--- config.mk ---
export PLATFORM = sky130hd
export DESIGN_NAME = spi_xfer_sched
export DESIGN_NICKNAME = d
export VERILOG_FILES = /design/src/rtl/spi_xfer_sched.sv
export SDC_FILE = /design/constraint.sdc
export NUM_CORES = 1
export LEC_CHECK = 0
export ABC_CLOCK_PERIOD_IN_PS = 2900
export BUFFER_PORTS_ARGS = -buffer_cell sky130_fd_sc_hd__buf_4
export CELL_PAD_IN_SITES_DETAIL_PLACEMENT = 1
export CELL_PAD_IN_SITES_GLOBAL_PLACEMENT = 1
export CORE_ASPECT_RATIO = 1.5
export CORE_UTILIZATION = 38
export CTS_BUF_LIST = sky130_fd_sc_hd__clkbuf_4 sky130_fd_sc_hd__clkbuf_8
export DETAILED_ROUTE_END_ITERATION = 16
export PLACE_DENSITY = 0.79
export SKIP_CTS_REPAIR_TIMING = 1
export SYNTH_ARGS = -nofsm -noshare
export SYNTH_HDL_FRONTEND = slang
export SYNTH_SLANG_ARGS = --single-unit
--- constraint.sdc ---
create_clock -name wb_clk_i -period 2.9 [get_ports wb_clk_i]
set_input_delay 0.58 -clock wb_clk_i [delete_from_list [all_inputs] [get_ports wb_clk_i]]
set_output_delay 0.58 -clock wb_clk_i [all_outputs]
set_load 0.005 [all_outputs]
--- src/rtl/spi_xfer_sched.sv ---
`timescale 1ns/1ps
`default_nettype none
// ============================================================================
//  Module   : spi_xfer_sched
//  Purpose  : Round-robin scheduler sharing one spi_top SPI master among
//             NREQ requesters. Acts as the only Wishbone master on the core:
//             programs TX_0/SS/CTRL, polls busy, reads RX_0 and returns it.
//  Revision : 1.0  initial release
// ============================================================================
module spi_xfer_sched #(
    parameter int          NREQ     = 4,
    parameter logic [31:0] DIVIDER  = 32'h0000_0001,
    parameter logic [15:0] POLL_MAX = 16'd4096
) (
    input  logic                 wb_clk_i,
    input  logic                 wb_rst_ni,
    input  logic [NREQ-1:0]      req_i,
    input  logic [NREQ*32-1:0]   req_txd_i,
    input  logic [NREQ*5-1:0]    req_len_i,
    input  logic [NREQ*3-1:0]    req_ss_i,
    input  logic [NREQ*3-1:0]    req_mode_i,
    output logic [NREQ-1:0]      gnt_o,
    output logic [NREQ-1:0]      done_o,
    output logic [NREQ-1:0]      err_o,
    output logic [31:0]          rdata_o,
    output logic [4:0]           m_adr_o,
    output logic [31:0]          m_dat_o,
    input  logic [31:0]          m_dat_i,
    output logic                 m_we_o,
    output logic                 m_stb_o,
    output logic                 m_cyc_o,
    output logic [3:0]           m_sel_o,
    input  logic                 m_ack_i,
    input  logic                 m_err_i
);

    localparam int IW = (NREQ > 1) ? $clog2(NREQ) : 1;

    // spi_top register map
    localparam logic [4:0] ADR_DATA = 5'h00;
    localparam logic [4:0] ADR_CTRL = 5'h10;
    localparam logic [4:0] ADR_DIV  = 5'h14;
    localparam logic [4:0] ADR_SS   = 5'h18;

    // CTRL.GO_BSY bit
    localparam logic [31:0] CTRL_GO = 32'h0000_0100;

    typedef enum logic [3:0] {
        INIT_DIV = 4'd0,
        IDLE     = 4'd1,
        W_TX     = 4'd2,
        W_SS     = 4'd3,
        W_CFG    = 4'd4,
        W_GO     = 4'd5,
        POLL     = 4'd6,
        R_RX     = 4'd7,
        W_SSCLR  = 4'd8,
        FIN      = 4'd9
    } state_t;

    // ------------------------------------------------------------------
    // State and datapath registers (_q) with their next values (_d)
    // ------------------------------------------------------------------
    state_t            state_q, state_d;
    logic              cyc_q, cyc_d;
    logic              we_q, we_d;
    logic [4:0]        adr_q, adr_d;
    logic [31:0]       dat_q, dat_d;
    logic [3:0]        sel_q, sel_d;
    logic [NREQ-1:0]   gnt_q, gnt_d;
    logic [NREQ-1:0]   done_q, done_d;
    logic [NREQ-1:0]   err_q, err_d;
    logic [31:0]       rdata_q, rdata_d;
    logic [IW-1:0]     last_q, last_d;
    logic [IW-1:0]     owner_q, owner_d;
    logic [31:0]       txd_q, txd_d;
    logic [4:0]        len_q, len_d;
    logic [2:0]        ss_q, ss_d;
    logic [2:0]        mode_q, mode_d;
    logic [15:0]       poll_q, poll_d;
    logic              eflag_q, eflag_d;

    // Arbiter result
    logic              arb_found;
    logic [IW-1:0]     arb_win;
    logic [IW-1:0]     cand;

    // Access decode for the current state
    logic [4:0]        acc_adr;
    logic              acc_we;
    logic [31:0]       acc_dat;

    // Derived configuration words for the latched request
    logic [6:0]        char_len;
    logic [31:0]       cfg_word;
    logic [31:0]       ss_word;

    // A length field of zero selects a full 32-bit character
    assign char_len = (len_q == 5'd0) ? 7'd32 : {2'b00, len_q};
    // {ass=0, ie=0, lsb, tx_neg, rx_neg, go=0, 1'b0, char_len}
    assign cfg_word = {18'b0, 1'b0, 1'b0, mode_q, 1'b0, 1'b0, char_len};
    assign ss_word  = {24'b0, 8'd1 << ss_q};

    // Round-robin search for the first active request after the last winner
    always_comb begin
        arb_found = 1'b0;
        arb_win   = '0;
        cand      = '0;
        for (int i = 0; i < NREQ; i++) begin
            cand = IW'((int'(last_q) + 1 + i) % NREQ);
            if (!arb_found && req_i[cand]) begin
                arb_found = 1'b1;
                arb_win   = cand;
            end
        end
    end

    // Address, direction and write data of the access owned by each state
    always_comb begin
        acc_adr = '0;
        acc_we  = 1'b0;
        acc_dat = '0;
        case (state_q)
            INIT_DIV: begin acc_adr = ADR_DIV;  acc_we = 1'b1; acc_dat = DIVIDER;             end
            W_TX:     begin acc_adr = ADR_DATA; acc_we = 1'b1; acc_dat = txd_q;               end
            W_SS:     begin acc_adr = ADR_SS;   acc_we = 1'b1; acc_dat = ss_word;             end
            W_CFG:    begin acc_adr = ADR_CTRL; acc_we = 1'b1; acc_dat = cfg_word;            end
            W_GO:     begin acc_adr = ADR_CTRL; acc_we = 1'b1; acc_dat = cfg_word | CTRL_GO;  end
            POLL:     begin acc_adr = ADR_CTRL; acc_we = 1'b0;                                end
            R_RX:     begin acc_adr = ADR_DATA; acc_we = 1'b0;                                end
            W_SSCLR:  begin acc_adr = ADR_SS;   acc_we = 1'b1; acc_dat = '0;                  end
            default:  begin acc_adr = '0;       acc_we = 1'b0; acc_dat = '0;                  end
        endcase
    end

    // Next-state and output logic; every bus access state launches one cycle
    // when the bus is idle and advances once that cycle terminates. Because a
    // launch is only possible with cyc low, consecutive cycles are always
    // separated by at least one idle clock.
    always_comb begin
        state_d = state_q;
        cyc_d   = cyc_q;
        we_d    = we_q;
        adr_d   = adr_q;
        dat_d   = dat_q;
        sel_d   = sel_q;
        gnt_d   = gnt_q;
        done_d  = '0;
        err_d   = '0;
        rdata_d = rdata_q;
        last_d  = last_q;
        owner_d = owner_q;
        txd_d   = txd_q;
        len_d   = len_q;
        ss_d    = ss_q;
        mode_d  = mode_q;
        poll_d  = poll_q;
        eflag_d = eflag_q;

        case (state_q)
            IDLE: begin
                if (arb_found) begin
                    state_d          = W_TX;
                    gnt_d            = '0;
                    gnt_d[arb_win]   = 1'b1;
                    owner_d          = arb_win;
                    txd_d            = req_txd_i[arb_win*32 +: 32];
                    len_d            = req_len_i[arb_win*5 +: 5];
                    ss_d             = req_ss_i[arb_win*3 +: 3];
                    mode_d           = req_mode_i[arb_win*3 +: 3];
                    poll_d           = '0;
                    eflag_d          = 1'b0;
                end
            end

            // Completion pulse, grant release and last-winner update were all
            // registered on entry, so they are visible during this cycle.
            FIN: begin
                state_d = IDLE;
            end

            default: begin
                if (!cyc_q) begin
                    cyc_d = 1'b1;
                    we_d  = acc_we;
                    adr_d = acc_adr;
                    dat_d = acc_dat;
                    sel_d = 4'hf;
                end else if (m_ack_i || m_err_i) begin
                    cyc_d = 1'b0;
                    we_d  = 1'b0;
                    adr_d = '0;
                    dat_d = '0;
                    sel_d = '0;
                    if (state_q == INIT_DIV) begin
                        // An errored divider write simply gets retried
                        if (!m_err_i) begin
                            state_d = IDLE;
                        end
                    end else if (state_q == W_SSCLR) begin
                        state_d        = FIN;
                        gnt_d          = '0;
                        last_d         = owner_q;
                        if (eflag_q || m_err_i) begin
                            err_d[owner_q]  = 1'b1;
                        end else begin
                            done_d[owner_q] = 1'b1;
                        end
                    end else if (m_err_i) begin
                        eflag_d = 1'b1;
                        state_d = W_SSCLR;
                    end else begin
                        case (state_q)
                            W_TX:  state_d = W_SS;
                            W_SS:  state_d = W_CFG;
                            W_CFG: state_d = W_GO;
                            W_GO:  state_d = POLL;
                            POLL: begin
                                if (!m_dat_i[8]) begin
                                    state_d = R_RX;
                                end else if (poll_q == POLL_MAX - 16'd1) begin
                                    eflag_d = 1'b1;
                                    state_d = W_SSCLR;
                                end else begin
                                    poll_d  = poll_q + 16'd1;
                                end
                            end
                            R_RX: begin
                                rdata_d = m_dat_i;
                                state_d = W_SSCLR;
                            end
                            default: state_d = state_q;
                        endcase
                    end
                end
            end
        endcase
    end

    // State register and registered outputs, cleared asynchronously by reset
    always_ff @(posedge wb_clk_i or negedge wb_rst_ni) begin
        if (!wb_rst_ni) begin
            state_q <= INIT_DIV;
            cyc_q   <= 1'b0;
            we_q    <= 1'b0;
            adr_q   <= '0;
            dat_q   <= '0;
            sel_q   <= '0;
            gnt_q   <= '0;
            done_q  <= '0;
            err_q   <= '0;
            rdata_q <= '0;
            last_q  <= IW'(NREQ - 1);
            owner_q <= '0;
            txd_q   <= '0;
            len_q   <= '0;
            ss_q    <= '0;
            mode_q  <= '0;
            poll_q  <= '0;
            eflag_q <= 1'b0;
        end else begin
            state_q <= state_d;
            cyc_q   <= cyc_d;
            we_q    <= we_d;
            adr_q   <= adr_d;
            dat_q   <= dat_d;
            sel_q   <= sel_d;
            gnt_q   <= gnt_d;
            done_q  <= done_d;
            err_q   <= err_d;
            rdata_q <= rdata_d;
            last_q  <= last_d;
            owner_q <= owner_d;
            txd_q   <= txd_d;
            len_q   <= len_d;
            ss_q    <= ss_d;
            mode_q  <= mode_d;
            poll_q  <= poll_d;
            eflag_q <= eflag_d;
        end
    end

    assign gnt_o   = gnt_q;
    assign done_o  = done_q;
    assign err_o   = err_q;
    assign rdata_o = rdata_q;
    assign m_adr_o = adr_q;
    assign m_dat_o = dat_q;
    assign m_we_o  = we_q;
    assign m_stb_o = cyc_q;
    assign m_cyc_o = cyc_q;
    assign m_sel_o = sel_q;

endmodule
`default_nettype wire

Yosys cells after proc, flatten, opt, wreduce, memory -nomap -nowiden
Index checks and enable logic that the tools add are counted.

word-level totals
  bits in read-only memories = 0
  memories kept = 0
  output and inout bits = 88
  register bits after elaboration = 155
  bits in latches = 0
  memory bits (writable) = 0
  word-level logic and storage cells = 179

operators by class
  eq/ne operators = 18
  magnitude comparators = 8
  multipliers = 2
  shift-type cells = 5
  bitwise gates (word level) = 5
  multiplexer cells = 83
  reductions and logical operators = 35
  div/mod/pow operators = 0
  $add $sub $neg = 5

operators by type and width
  operator                 number
  $pmux W32 S5             1
  $mux W16                 9
  $shiftx A128 B8 Y32      1
  $mux W4                  28
  $mux W32                 2
  $pmux W16 S2             1
  $mux W1                  24
  $pmux W4 S6              1
  $shiftx A12 B5 Y3        2
  $shiftx A20 B6 Y5        1
  $lt A2 B3 Y1 const B     6
  $add A16 B1 Y16 const B  1
  $eq A16 B12 Y1 const B   1
  $eq A4 B3 Y1 const B     4
  $pmux W4 S2              2
  $pmux W5 S3              1
  $reduce_bool A3 Y1       5
  $reduce_and A6 Y1        2
  $reduce_bool A11 Y1      1
  $mux W5                  2
  $ne A2 B1 Y1 const B     5
  $reduce_and A10 Y1       1
  $reduce_bool A2 Y1       5
  $reduce_and A9 Y1        1
  other kinds (29)         54

Depth between registers and ports, before layout
Gate-level depths: netlist of the first run.

  depth after elaboration = 19
  mapped depth = 8

Worst setup path after synthesis of the first run
OpenSTA, ideal clock, no wires.

  path kind = reg-to-reg
  start point = register state_q[1]
  end point = register poll_q[5]
  setup time = 0.079 ns
  path slack = 0.725 ns
  period minus slack after synthesis = 2.175 ns
  cell stages (with the launch flop) = 6
  arrival time = 2.096 ns
  required time = 2.821 ns
  path through = dfrtp_1 > nor4b_2 > mux2i_1 > nand2_1 > a2111oi_1 > mux2i_1

between the ends
  word-level cells in the longest chain between the ends = 3

RTL lines
  element                                                      RTL line  source
  from (decl)                                                  64        state_t state_q, state_d;
  from (signal assigned)                                       262       state_q <= state_d;
  $eq A4 B1 Y1, or another cell as far along                   160       case (state_q)
  $ne A2 B1 Y1 (no source line), or another cell as far along  n/a
  $reduce_and A10 Y1 (no source line)                          n/a
  to (signal assigned)                                         278       poll_q <= poll_d;
  to (decl)                                                    80        logic [15:0] poll_q, poll_d;

Parallel ways exist; a longest one is shown, timed or not.
A chain may end at the register's enable or synchronous reset.

Worst setup path in the final report of the first run
  start point = register state_q[0]
  end point = register poll_q[11]

Same word-level chain as after synthesis.

==> results of run 1 <==
==> metrics by stage <==
step	hold WS (ns)	instance area, sq um	cells	setup WS (ns)	utilization, %
5_1_grt	0.142	10700	1270	0.159	54.1
6_report	0.113	10700	1270	0.380	54.1
4_1_cts	0.123	10700	1270	0.353	54.1
3_3_place_gp	0.464	10200	1238	0.440	51.9
2_1_floorplan	0.284	7630	712	0.725	-
3_5_place_dp	0.470	10200	1238	0.332	51.9
==> report_power, final <==
part	leakage, nW	total [mW]	switching, mW	internal, mW
registers	1.98	3.27	0.530	2.74
logic	3.07	3.80	1.98	1.82
clock network	0.211	1.72	0.902	0.816
total	5.26	8.79	3.41	5.38
==> flip-flops by register name, summed over array words and instances (netlist names) <==
register	count
m_dat_o	32
rdata_o	32
txd_q	32
poll_q	16
len_q	5
done_o	4
err_o	4
gnt_o	4
state_q	4
m_adr_o	3
mode_q	3
ss_q	3
last_q	2
owner_q	2
eflag_q	1
m_cyc_o	1
m_sel_o	1
m_we_o	1
==> cell usage after synthesis, drive strengths merged (2+ instances only) <==
cell	n	area, sq um
o31ai	5	37.5
o211ai	2	15.0
a222oi	2	20.0
mux2i	100	1000
nor2b	5	31.3
o21ai	32	164
a211oi	5	37.5
nor2	27	101
o22ai	3	18.8
a31oi	2	12.5
nor4	8	56.3
clkbuf	22	82.6
a21oi	21	116
a2111oi	4	37.5
and3	2	12.5
or2	4	25.0
nand2b	21	131
nor3	7	35.0
a22o	23	201
or4	2	15.0
nor4b	2	23.8
nand4	4	25.0
inv	9	33.8
o221ai	43	377
mux2	36	405
a22oi	6	45.0
buf	35	199
or3	3	18.8
a221o	3	30.0
a21o	2	15.0
a221oi	2	17.5
nand2	99	372
dfrtp	148	3700
nand3	7	35.0
dfstp	2	52.6
==> layout make-up <==
type / instances / area [sq um] / area share [%]
clock inverters: 14 / 179 / 1.68
flip-flops and latches: 150 / 3760 / 35.3
multi-input cells: 496 / 3600 / 33.8
inverters: 9 / 33.8 / 0.317
clock buffers: 18 / 241 / 2.27
well taps: 260 / 325 / 3.05
repair buffers: 323 / 2520 / 23.6
==> placed cells by master (no fill, tap or decap), types with 17 or more instances in the layout <==
| master | instances |
|---|---|
| a21oi_1 | 20 |
| nor2_1 | 27 |
| dfrtp_1 | 148 |
| o221ai_1 | 43 |
| nand2_1 | 98 |
| clkbuf_8 | 17 |
| nand2b_1 | 19 |
| buf_4 | 315 |
| mux2i_1 | 100 |
| a22o_1 | 23 |
| mux2_2 | 34 |
| o21ai_0 | 25 |
==> critical path, cell delays in order, from the launching register on <==
cell and delay (ns):
dfrtp_1 0.54, nor4b_2 0.34, mux2i_1 0.46, nand2_1 0.31, a2111oi_1 0.55, mux2i_1 0.24
==> worst max path at each step <==
stage,from,to,slack (ns),cells past startpoint
floorplan,state_q[1],poll_q[5],0.72,5
global placement,m_err_i,poll_q[5],0.44,6
detailed placement,m_err_i,poll_q[7],0.33,6
CTS,state_q[0],poll_q[11],0.35,5
global route,state_q[0],poll_q[9],0.16,5
finish,state_q[0],poll_q[11],0.38,5
==> logic make-up after synthesis <==
group                    share of synthesized area [%]
adder cells (fa/ha/maj)                          0.164
flip-flops                                        49.2
buffers and inverters                             4.13
multiplexers                                      18.4
AO/OA/AOI/OAI                                     15.6
other                                           0.0491
AND/OR/NAND/NOR                                   12.4
==> layer usage <==
layer	track usage, %	part of all wire, %
met1	26.6	37
met2	45.3	56
met3	4.32	4.3
met4	7.69	2.2
met5	0	0
==> impl_metrics.py, run 1 <==
metrics = {
    "clocking": {
        "clkLatencyLatePin_ns": 0.45,
        "clk_pin_slew_ns": 0.09,
        "cts_buffers": 17,
        "clock-root-buffer": "clkbuf_8",
        "cts_tree": "done",
        "clk_path_buf_depth": 2,
        "cts.sinks": 150,
        "htree_levels": 4,
    },
    "die": {
        "die_h_microns": 176,
        "core.rowCount": 63,
        "dieArea_sq_um": 20700,
        "design.core.area_sq_um": 19700,
        "die_x_microns": 118,
        "io_pins": 300,
        "start_util_pct": 38.7,
    },
    "placement": {
        "hpwlAfterDp_microns": 18500,
        "port_buffers": 297,
        "gp_congestion": 0.867,
    },
    "cells_and_area": {
        "areaGrowthSynthToFinish_pct": 39.6,
        "antenna_cells": 0,
        "drive_above_1_share_pct": 40.1,
        "num-fill-cells": 2186,
        "nNetsFinal": 1210,
    },
    "routing": {
        "drt_pass1_iterations": 4,
        "vias": 6874,
        "routedWlPerCell_microns": 19.4,
        "ant_nets": 0,
        "detail_route.iter0.violations": 286,
        "wl_microns": 24600,
        "drc_errors": 0,
        "vias_per_cell": 5.41,
    },
    "power": {
        "p_per_area_nw_per_um2": 825,
        "p_leak_nw": 5.26,
        "ir_worst_vdd_uv": 341,
        "total_power_mw": 8.79,
    },
    "sta": {
        "fin_skew_ns": 0.0182,
        "fin_crit_sh_pct": 86.9,
        "rsz0062_at_grt": "false",
        "fmax_ghz": 0.397,
        "setup_tns_ns": 0,
        "slew_viol_final": 0,
        "worst_pin_slew_ns": 1.15,
        "hold_violations": 0,
        "setup_viol": 0,
        "period_needed_ns": 2.52,
        "max_slew_margin_pct": 22.6,
    },
    "worst_setup_path": {
        "cp_data_required_time_ns": 3.25,
        "timing.reg2reg.setup_slack_ns": 0.38,
        "path_max_fanout": 13,
        "setup.worst_path.start_class": "register",
        "crit_type": "register to register",
        "worstRegToRegCells": 5,
        "arrival_ns": 2.87,
        "timing.rr.end": "poll_q[11]",
        "endpoint_kind": "register",
        "reg2reg_from": "state_q[0]",
    },
    "synthesis": {
        "async_flop_share_pct": 100,
        "syn-cell-area_sq_um": 7630,
        "synth_cells": 711,
        "synth_edf_count": 0,
        "ys_seq_area_share_pct": 49.2,
        "post_synth.cell_area_avg_sq_um": 10.7,
        "yosysUniqueCellTypes": 59,
        "ys_seq_elements": 150,
        "yosys_warnings": 0,
        "synth-main-ff-cell": "dfrtp_1",
    },
    "flow_run": {
        "maxCapViolCount": 0,
    },
    "global_routing": {
        "grt_usage_pct": 23.9,
        "antenna_found_initial": 0,
        "grt_pass1_vias": 7321,
        "grt_max_degree": 63,
        "gr-total-overflow": 0,
        "grt_first_pass_wirelength_microns": 38600,
    },
    "hold_path": {
        "hold_class": "input pin to async pin",
    },
    "run_status": {
        "outcome": "finished, final reports clean",
    },
}
Power figures use the tool's default switching activity.
==> run 2, diff against run 1 <==
Settings changed: RECOVER_POWER set to 25.
==> impl_metrics.py, run 2 (synthesized netlist as in run 1, its figures left out) <==
metrics = {
    "run_status": {
        "outcome": "complete, but fails checks",
        "violations": "max-capacitance violations, max-slew violations",
    },
    "placement": {
        "hpwlAfterDp_microns": 18500,
        "dpl_cell_area_sq_um": 10200,
        "port_buffers": 297,
        "gp_congestion": 0.867,
        "pre_cts_ws_ns": 0.332,
    },
    "power": {
        "p_leak_nw": 5.25,
        "seq_power_share_pct": 37.2,
        "ir_worst_vdd_uv": 340,
        "switching_share_pct": 38.8,
        "p_per_area_nw_per_um2": 826,
        "p_comb_share_pct": 43.2,
        "internal_power_mw": 5.38,
        "p_clk_share_pct": 19.6,
        "p_switching_mw": 3.41,
    },
    "clocking": {
        "htree_levels": 4,
        "clock-root-buffer": "clkbuf_8",
        "clk_path_buf_depth": 2,
        "clkLatencyLatePin_ns": 0.44,
        "cts_buffers": 17,
        "clk_pin_slew_ns": 0.10,
        "cts_tree": "done",
        "cts.sinks": 150,
    },
    "cells_and_area": {
        "final_area_sq_um": 10600,
        "areaGrowthSynthToFinish_pct": 39.3,
        "antenna_cells": 0,
        "layout_commonest_cell": "buf_4",
        "nNetsFinal": 1210,
        "final_cell_mix": "313 x buf_4, 148 x dfrtp_1, 100 x mux2i_1, 98 x nand2_1, 43 x o221ai_1",
        "drive_above_1_share_pct": 39.9,
    },
    "die": {
        "die_x_microns": 118,
        "start_util_pct": 38.7,
        "io_pins": 300,
        "dieArea_sq_um": 20700,
        "design.core.area_sq_um": 19700,
        "core.rowCount": 63,
        "die_h_microns": 176,
    },
    "sta": {
        "fin_crit_sh_pct": 88.2,
        "worst_pin_slew_ns": 1.58,
        "max_slew_margin_pct": -5.41,
        "fmax_ghz": 0.391,
        "setup_viol": 0,
        "fin_skew_ns": 0.0192,
        "hold_violations": 0,
        "setup_tns_ns": 0,
        "slew_viol_final": 63,
        "fin_ws_ns": 0.341,
        "period_needed_ns": 2.56,
        "rsz0062_at_grt": "false",
    },
    "global_routing": {
        "antenna_found_initial": 0,
        "grt_pass1_vias": 7321,
        "grt_first_pass_wirelength_microns": 38600,
        "gr-total-overflow": 0,
        "grt_max_degree": 63,
        "grt_usage_pct": 23.9,
    },
    "routing": {
        "vias": 6874,
        "routedWlPerCell_microns": 19.4,
        "drt_pass1_iterations": 4,
        "drc_errors": 0,
        "ant_nets": 0,
        "vias_per_cell": 5.41,
        "wl_microns": 24600,
        "detail_route.iter0.violations": 258,
    },
    "worst_setup_path": {
        "endpoint_kind": "register",
        "max_stage_delay_ns": 0.57,
        "arrival_ns": 2.91,
        "setup.worst_path.start_class": "register",
        "cp_data_required_time_ns": 3.25,
        "slowest_stage": "a2111oi_1",
        "path_cells": "nor4b_2 > mux2i_1 > nand2_1 > a2111oi_1 > mux2i_1",
        "critPathMostFrequentCell": "mux2i_1",
        "crit_type": "register to register",
        "timing.reg2reg.setup_slack_ns": 0.34,
        "path_max_fanout": 8,
    },
    "flow_run": {
        "maxCapViolCount": 1,
    },
    "hold_path": {
        "hold_class": "input pin to register",
    },
}
==> run 2: cell types whose count changed in the layout (fill, tap and decap cells not counted), sizes merged <==
cell,change
clkbuf,+4
buf,-4
==> run 2: path summary, 6_finish.rpt <==
check | from | to | cells after the start
setup / recovery | state_q[1] | poll_q[11] | 5
setup reg to reg | state_q[1] | poll_q[11] | 5
hold reg to reg | m_adr_o[3] | m_adr_o[3] | 2
min in group asynchronous | wb_rst_ni | txd_q[2] | 1
hold / removal | m_dat_i[9] | rdata_o[9] | 2
max in group asynchronous | wb_rst_ni | poll_q[1] | 2
==> run 2: per-layer routing <==
metal / global-route usage (%) / vias up / part of all wire, %
met4: 7.69 / 0 / 2.2
met1: 26.6 / 3401 / 37
met3: 4.32 / 37 / 4.6
met2: 45.3 / 233 / 56
met5: 0 / - / 0
li1: - / 3203 / -
==> run 2: final cells by class <==
class	instances	area, sq um
Fill cell	2187	9080
Clock inverter	14	179
Clock buffer	18	241
Inverter	9	33.8
Timing Repair Buffer	323	2490
Multi-Input combinational cell	496	3600
Tap cell	260	325
Sequential cell	150	3760
==> run 2: per-stage QoR <==
stage	cells	hold slack, ns	util, %	power [mW]
6_report	1270	0.358	53.9	8.78
4_1_cts	1270	0.123	54.1	8.87
3_3_place_gp	1238	0.464	51.9	6.99
5_1_grt	1270	0.332	53.9	9.32
2_1_floorplan	712	0.284	-	5.47
3_5_place_dp	1238	0.470	51.9	7.11
==> run 2: worst max-delay path, delay by kind of cell (launching register included) <==
family | cells | cell delay [ns]
AO/OA/AOI/OAI | 1 | 0.57
flip-flops | 1 | 0.48
multiplexers | 2 | 0.72
AND/OR/NAND/NOR | 2 | 0.69
==> run 2: power groups by stage <==
| stage | logic (mW) | registers (mW) | clock network, mW |
|---|---|---|---|
| after detailed placement | 3.80 | 3.30 | 0 |
| after global placement | 3.72 | 3.27 | 0 |
| after CTS | 3.84 | 3.27 | 1.76 |
| after global routing | 4.13 | 3.35 | 1.83 |
| final | 3.80 | 3.27 | 1.72 |
| after floorplan | 2.34 | 3.13 | 0 |
